### src/rtl/pixel_stream_feeder.sv
// Line-credit pixel feeder: forwards one upstream pixel per cycle into the
// window controller, stalling when the controller has no free line buffer.
// Ports: i_clk/i_rst_n (async active-low), i_start frame start,
//   i_s_data/i_s_valid/o_s_ready upstream stream, o_pixel_data/_valid out,
//   i_intr line-consumed interrupt, o_busy, o_line_count, o_frame_done.
module pixel_stream_feeder #(
    parameter int IMG_WIDTH     = 512,
    parameter int IMG_HEIGHT    = 512,
    parameter int PRELOAD_LINES = 4
) (
    input  logic                              i_clk,
    input  logic                              i_rst_n,
    input  logic                              i_start,
    input  logic [7:0]                        i_s_data,
    input  logic                              i_s_valid,
    output logic                              o_s_ready,
    output logic [7:0]                        o_pixel_data,
    output logic                              o_pixel_data_valid,
    input  logic                              i_intr,
    output logic                              o_busy,
    output logic [$clog2(IMG_HEIGHT+1)-1:0]   o_line_count,
    output logic                              o_frame_done
);

    localparam int COLW = (IMG_WIDTH > 1) ? $clog2(IMG_WIDTH) : 1;
    localparam int LCW  = $clog2(IMG_HEIGHT + 1);
    localparam int CRW  = $clog2(PRELOAD_LINES + 1);

    localparam logic [COLW-1:0] COL_LAST  = COLW'(IMG_WIDTH - 1);
    localparam logic [LCW-1:0]  LINE_LAST = LCW'(IMG_HEIGHT - 1);
    localparam logic [CRW-1:0]  CR_MAX    = CRW'(PRELOAD_LINES);

    typedef enum logic [1:0] {
        IDLE,
        SEND,
        WAIT_CREDIT,
        DONE
    } state_t;

    state_t          state;
    state_t          state_nx;
    logic [COLW-1:0] col;
    logic [CRW-1:0]  credits;
    logic [CRW-1:0]  credits_nx;
    logic            intr_d;
    logic            transfer;
    logic            line_end;
    logic            credit_event;
    logic            start_ok;

    assign start_ok = (state == IDLE) && i_start;
    assign transfer = (state == SEND) && i_s_valid;
    assign line_end = transfer && (col == COL_LAST);

    // Interrupt edges only count while a frame is streaming.
    assign credit_event = i_intr && !intr_d &&
                          ((state == SEND) || (state == WAIT_CREDIT));

    // A line end always has at least one credit to spend, so the
    // decrement cannot underflow and the sum cannot pass the ceiling.
    always_comb begin
        credits_nx = credits;
        if (start_ok) begin
            credits_nx = CR_MAX;
        end else if (line_end) begin
            credits_nx = credits - CRW'(1) + CRW'(credit_event);
        end else if (credit_event && (credits != CR_MAX)) begin
            credits_nx = credits + CRW'(1);
        end
    end

    always_ff @(posedge i_clk or negedge i_rst_n) begin
        if (!i_rst_n) begin
            state <= IDLE;
        end else begin
            state <= state_nx;
        end
    end

    always_comb begin
        state_nx     = state;
        o_s_ready    = 1'b0;
        o_busy       = (state != IDLE);
        o_frame_done = 1'b0;
        unique case (state)
            IDLE: begin
                if (i_start) begin
                    state_nx = SEND;
                end
            end
            SEND: begin
                o_s_ready = 1'b1;
                if (line_end) begin
                    if (o_line_count == LINE_LAST) begin
                        state_nx = DONE;
                    end else if (credits_nx == '0) begin
                        state_nx = WAIT_CREDIT;
                    end
                end
            end
            WAIT_CREDIT: begin
                if (credits != '0) begin
                    state_nx = SEND;
                end
            end
            DONE: begin
                o_frame_done = 1'b1;
                state_nx     = IDLE;
            end
            default: state_nx = IDLE;
        endcase
    end

    always_ff @(posedge i_clk or negedge i_rst_n) begin
        if (!i_rst_n) begin
            col                <= '0;
            credits            <= '0;
            intr_d             <= 1'b0;
            o_line_count       <= '0;
            o_pixel_data       <= '0;
            o_pixel_data_valid <= 1'b0;
        end else begin
            intr_d             <= i_intr;
            credits            <= credits_nx;
            o_pixel_data_valid <= transfer;
            if (transfer) begin
                o_pixel_data <= i_s_data;
            end
            if (start_ok) begin
                col          <= '0;
                o_line_count <= '0;
            end else if (transfer) begin
                if (col == COL_LAST) begin
                    col          <= '0;
                    o_line_count <= o_line_count + LCW'(1);
                end else begin
                    col <= col + COLW'(1);
                end
            end
        end
    end

endmodule

### config.mk
export PLATFORM = sky130hd
export DESIGN_NAME = pixel_stream_feeder
export DESIGN_NICKNAME = d
export VERILOG_FILES = /design/src/rtl/pixel_stream_feeder.sv
export SDC_FILE = /design/constraint.sdc
export NUM_CORES = 1
export LEC_CHECK = 0
export ABC_AREA = 1
export CAP_MARGIN = 5
export CORE_MARGIN = 3
export CORE_UTILIZATION = 51
export CTS_BUF_LIST = sky130_fd_sc_hd__clkbuf_4 sky130_fd_sc_hd__clkbuf_8 sky130_fd_sc_hd__clkbuf_16
export DETAILED_ROUTE_END_ITERATION = 10
export GPL_TIMING_DRIVEN = 0
export HOLD_SLACK_MARGIN = 0.02
export PLACE_DENSITY = 0.89
export SETUP_SLACK_MARGIN = 0.4
export SLEW_MARGIN = 20
export SYNTH_ARGS = -nofsm -noshare
export SYNTH_HDL_FRONTEND = slang
export SYNTH_SLANG_ARGS = --single-unit
### constraint.sdc
create_clock -name i_clk -period 2.7 [get_ports i_clk]
set_input_delay 0.54 -clock i_clk [delete_from_list [all_inputs] [get_ports i_clk]]
set_output_delay 0.54 -clock i_clk [all_outputs]
set_load 0.01 [all_outputs]
; After elaboration in Yosys (flattened, before gate mapping)
; Index checks and enable logic that the tools add are counted.
[word_totals]
register_bits = 34
n_memories = 0
rom_bits = 0
input_bits = 13
ramBits = 0
out_inout_bits = 22
latch_bits = 0
elab_cells = 55
[classes]
n_reduce_logical = 16
n_mux = 17
div_mod_pow = 0
n_addsub = 5
eq_ne = 10
multipliers = 0
shift = 0
bitwise_logic = 0
n_lt_le_gt_ge = 0
[ops]
columns = operator, count
row1 = $mux 10, 3
row2 = $mux 9, 3
row3 = $add 10x1->10 const B, 1
row4 = $eq 10x9->1 const B, 1
row5 = $mux 2, 5
row6 = $add 9x1->9 const B, 1
row7 = $eq 9x9->1 const B, 1
row8 = $mux 3, 3
row9 = $pmux 2 s4, 1
row10 = $logic_and 1x1->1, 6
row11 = $reduce_bool 2->1, 3
row12 = $eq 2x2->1 const B, 2
row13 = $ne 2x2->1 const B, 2
row14 = $reduce_and 4->1, 1
row15 = $add 3x1->3, 1
row16 = $add 3x1->3 const B, 1
row17 = $logic_not 3->1, 1
row18 = $ne 3x1->1 const B, 1
row19 = $ne 3x3->1 const B, 1
row20 = $reduce_bool 3->1, 1
row21 = $sub 3x1->3 const B, 1
row22 = $eq 2x1->1 const B, 1
row23 = $logic_not 2->1, 1
row24 = $mux 1, 2
row25 = 4 further kinds, 4

; Longest topological paths before layout
[depth]
ltp_word = 12
mapped_depth = 16
depth_no_buf = 16

; Least setup slack after synthesis
; Ideal clock, no wire load.
[synth_path]
path_type = reg-to-reg
start = reg state[0]
end = reg state[0]
required_time_ps = 2583
arrival_time_ps = 1934
slack_ps = 650
path_stages_with_launch = 15
setup_ps = 117
synth_period_minus_slack_ps = 2050
path_buffers = 0
cell_sequence = dfrtp_1 > inv_1 > ha_1 > nand2_1 > nor2_2 > inv_1 > ha_1 > ha_1 > xor2_1 > nand2_1 > nand3_1 > o21ai_2 > nand2_1 > nand2_1 > nand2_1
[synth_between]
elab_chain_len = 10
word_cells_on_any_way = 21
cone_classes = add/sub: 1 / eq/ne: 7 / mux: 4 / reduce/logical: 9
[synth_lines]
columns = element, line
row1 = start: declaration, 40  ; state_t state;
row2 = start signal: assignment, 76  ; state <= state_nx;
row3 = "parallel branches: the longest is 6 deep, another holds $add 3x1->3", -
row4 = $mux 3 *, 63  ; if (start_ok) begin
row5 = named net credits_nx[2], 44  ; logic [CRW-1:0] credits_nx;
row6 = $logic_not 3->1 *, 96  ; end else if (credits_nx == '0) begin
row7 = $ne 3x1->1 (no line) *, -
row8 = $reduce_and 4->1 (no line) *, -
; Mark *: on every way through the listed nets, which the timed path passes.
; A chain may end at the register's enable or synchronous reset.

; Worst setup path after layout
[layout_path]
start = reg state[1]
end = reg state[1]
[layout_between]
elab_chain_len = 10
word_cells_on_any_way = 21
cone_classes = add/sub: 1 / eq/ne: 7 / mux: 4 / reduce/logical: 9
[layout_lines]
columns = element
row1 = "parallel branches: the longest is 10 deep, another holds $add 3x1->3"
; Several ways; the timed one is not identified.

==> results by stage <==
Run status:
- The run finished with clean final reports.

Clocking:
- The number of clock sinks is 34.
- The CTS tree is done.
- The H-tree was split into 2 levels.
- The clock root buffer is clkbuf_4.
- In this run, CTS created clock tree buffers numbering 5.
- The buffer levels on the longest clock path is 2.
- The latest clock arrival within the worst-skew pair is between 0.3 and 0.4 ns.
- The clock transition at the registers of the reported paths is around 0.11 ns.

Floorplanning:
- The die is between 60 and 70 um tall.
- Pin placement for this block handled 35 I/O pins.
- The initialized floorplan defines 21 standard-cell rows.
- The area of the die is about 4300 um^2.
- The placeable core region is about 3400 um^2.
- The floorplan step set the die width to ~66 um.
- The effective utilization at floorplan is between 50% and 60%.

Timing:
- The number of hold violations in the final report is 0.
- The number of slew-limit violations in the final report is 0.
- The maximum achievable frequency is around 450 MHz.
- At the pin with the least slew margin, the transition time is 0.453 ns.
- The final worst setup slack is about 0.47 ns.
- In the final timing run, aggregate negative setup slack is 0 ns.
- In this run the tightest slew margin relative to its limit is a little over two thirds.
- The share of the clock period used by the worst path after layout is between 80% and 90%.
- Across the routed clock network, the largest skew measured is 0.00926 ns.
- The clock period minus final worst setup slack is between 2 and 2.5 ns.
- Setup violations remaining at the end of the flow were counted as 0.
- Setup repair after global routing could not meet its margin everywhere.

Critical path:
- The worst setup path is captured at a register.
- The source of the worst register-to-register timing path is state[1].
- STA puts the critical path data required time at ~3.0 ns.
- In this run the worst setup path begins at state[1].
- By startpoint and endpoint, the worst setup path is classified as reg -> reg.
- The nature of the critical path startpoint is a register.
- STA puts the critical path data arrival time at between 2 and 2.5 ns.
- Along the worst path, the maximum fanout reaches 3.

Synth:
- The simple-gate portion of the synthesized area is a little over a quarter.
- A synthesized cell averages between 8 and 9 um^2.
- The synthesized instance count is roughly 220.
- The post-synthesis cell type count is 28.
- The cell area that synthesis handed to floorplanning was between 1500 and 2000 um^2.
- The combinational family with the most area after synthesis is simple AND/OR/NAND/NOR gates.
- The multiplexer area fraction after synthesis is 0%.
- Of all cell types, the one taking the most synthesized area is dfrtp_1.
- Summing the areas of all xor and xnor instances in the mapped netlist gives less than 1% of the synthesized area.
- The synthesized netlist devotes between 8 and 9% of its cell area to compound gates.
- Of the post-synthesis cell area, the dominant cell type holds between 40% and 50%.
- Of the total synthesized cell area, the portion taken by full adders, half adders and majority gates is 8.20%.
- After synthesis, the cell types taking the most area are dfrtp_1, nand2_1, ha_1, inv_1, nand3_1.
- During synthesis, Yosys emitted a total of 0 warnings.
- Counting every net in the synthesized netlist gives about 250.
- The synthesized design contains 34 register bits.
- The fraction of the yosys area taken by sequential cells is between 40% and 50%.

Finish:
- The share of cells above drive strength 1 is ~17%.
- The signed area change from the synthesized netlist to the final layout is 33.9%.
- The number of fill cells in the layout is ~240.
- The net total in the final layout is 300.
- Summing all multi-input logic gate instances after layout gives 903 um^2.
- Across the whole layout, storage elements account for around 850 um^2.
- The core occupancy in the finished layout is 72.4%.
- The count of antenna diodes in the layout is 0.

Detailed routing:
- The routed length on met2 is around 2.3 mm.
- Summed over all layers, the routed wires come to around 4.3 mm.
- The via-per-instance ratio is about 5.2.
- After the first detailed-routing iteration, the DRC count stood at between 150 and 200.
- For this block, the via count after detailed routing is around 1700.
- After detailed routing, the average wire length per cell comes to 13.4 um.
- In the final routing, the length of wire on met1 measures about 1.7 mm.
- The uppermost signal routing layer after detailed routing is met4.
- The first-pass detailed-route iteration total is 4.
- The number of nets still failing antenna checks after routing is 0.
- The met3 routed wirelength is roughly 190 um.
- The remaining routing DRC violations is 0.

Global route:
- The maximum number of pins on one net before global-route repair is 19.
- The initial antenna violation count is 0.
- The first global-routing pass estimated slightly below 7 mm of wire.
- The overflow left after global routing is 0.
- The via count of the first global-routing pass is between 1500 and 2000.
- The overall fraction of global-route tracks in use is 20.2%.

Place:
- Port buffering added 34 buffers.
- Timing analysis after detailed placement gives a worst setup slack of 0.121 ns.
- After legalization and detailed placement, the total HPWL measured 2.99 mm.
- The global placement routability congestion is about 0.91.

Power and ir drop:
- Summed over all cells, the static leakage comes to around 1.2 nW.
- Across the VDD grid, the largest voltage drop is between 0.4 and 0.5 mV.
- The areal power density over the cells is 770 nW/um^2.

Min path:
- The path type of the worst min-delay path is in -> async.

Flow run:
- The tool flagged a number of max-cap violations equal to 0.
-- worst max-delay path: stages (launching register included) --
cell     delay, ns
dfrtp_1       0.39
inv_1         0.08
ha_1          0.28
nand2_1       0.08
nor2_4        0.13
inv_1         0.05
ha_1          0.17
ha_1          0.28
a21oi_1       0.06
nand2_1       0.10
nand2_1       0.10
o21ai_4       0.19
nand2_1       0.09
nand2_1       0.08
nand2_1       0.05
-- flip-flops by register name (all words and copies together), names as in the netlist --
name / cells
o_line_count: 10
intr_d: 1
o_pixel_data_valid: 1
state: 2
credits: 3
col: 9
o_pixel_data: 8
-- placed cells by master, fill, tap and decap left out, types with 2 or more instances in the layout --
master           count
ha_1                10
nand2_1             65
nor3_1               6
o21ai_0              8
nor2_1              10
dfrtp_1             34
clkdlybuf4s50_1     33
nor2_4               4
buf_2                2
clkbuf_4             6
nor3_2               2
inv_2                3
buf_4               10
nand3_1             13
o21ai_2              2
o22ai_1              2
nand4_1              2
inv_1               30
nand2_2              2
nand3_2              2
a21oi_1             13
xor2_1               2
-- where the power goes --
group | internal, W | leakage [nW] | switching (W) | total (W)
registers | 0.000614 | 0.450 | 0.0000758 | 0.000690
logic | 0.000400 | 0.726 | 0.000504 | 0.000905
clock network | 0.000112 | 0.0356 | 0.000181 | 0.000294
-- path summary, 6_finish.rpt --
check | end | slack, ns | cells past startpoint
hold / removal | o_pixel_data[5] | 0.11 | 1
setup / recovery | state[1] | 0.47 | 14
setup reg to reg | state[1] | 0.47 | 14
max in group asynchronous | state[1] | 2.16 | 2
min in group i_clk | o_pixel_data[4] | 0.49 | 2
hold reg to reg | o_pixel_data[4] | 0.49 | 2
-- cell usage after synthesis, drive strengths merged --
library cell and number:
a21oi 13, o21a 1, clkbuf 1, nor3b 1, xor2 2, o21ai 11
buf 3, o22ai 2, nand4 2, nor3 9, ha 12, nand2 68
inv 33, nand3 16, o221a 1, nor2 15, dfrtp 34
-- layer usage --
layer,up-vias,GRT usage [%]
li1,823,-
met1,777,24.9
met2,54,34.9
met3,13,4.59
met4,0,6.60
met5,-,0
-- cells by family (layout without fill, tap and decap cells) --
logic type | after synthesis | count (layout)
AOI/OAI and AO/OA | 28 | 28
adders and majority gates | 12 | 12
and+or+nand+nor | 111 | 111
DFF | 34 | 34
buffers and inverters | 37 | 89
xor gates and xnor gates | 2 | 2
-- through the flow --
stage | area (um^2) | total power, W | hold slack (ns) | instances
2_1_floorplan | 1830 | 0.00117 | 0.244 | 224
3_3_place_gp | 2230 | 0.00145 | 0.462 | 304
3_5_place_dp | 2250 | 0.00149 | 0.469 | 305
4_1_cts | 2340 | 0.00180 | 0.124 | 315
5_1_grt | 2450 | 0.00203 | 0.123 | 322
6_report | 2450 | 0.00189 | 0.108 | 322
-- cell type report --
| class | instances | area share (%) |
|---|---|---|
| clock buffers | 6 | 1.84 |
| repair buffers | 44 | 17.6 |
| multi-input cells | 153 | 36.8 |
| well taps | 46 | 2.35 |
| flip-flops and latches | 34 | 34.7 |
| clock inverters | 2 | 0.561 |
| inverters | 33 | 5.05 |
| plain buffers | 4 | 1.12 |
-- what timing repair did --
action,4_1_cts,5_1_grt
resized for setup,4,12
setup endpoints to repair,3,8
buffers inserted,2,7
gates cloned,0,0
hold buffers,0,0
pin swaps,0,7
No activity file was read; power rests on OpenSTA's default activity.
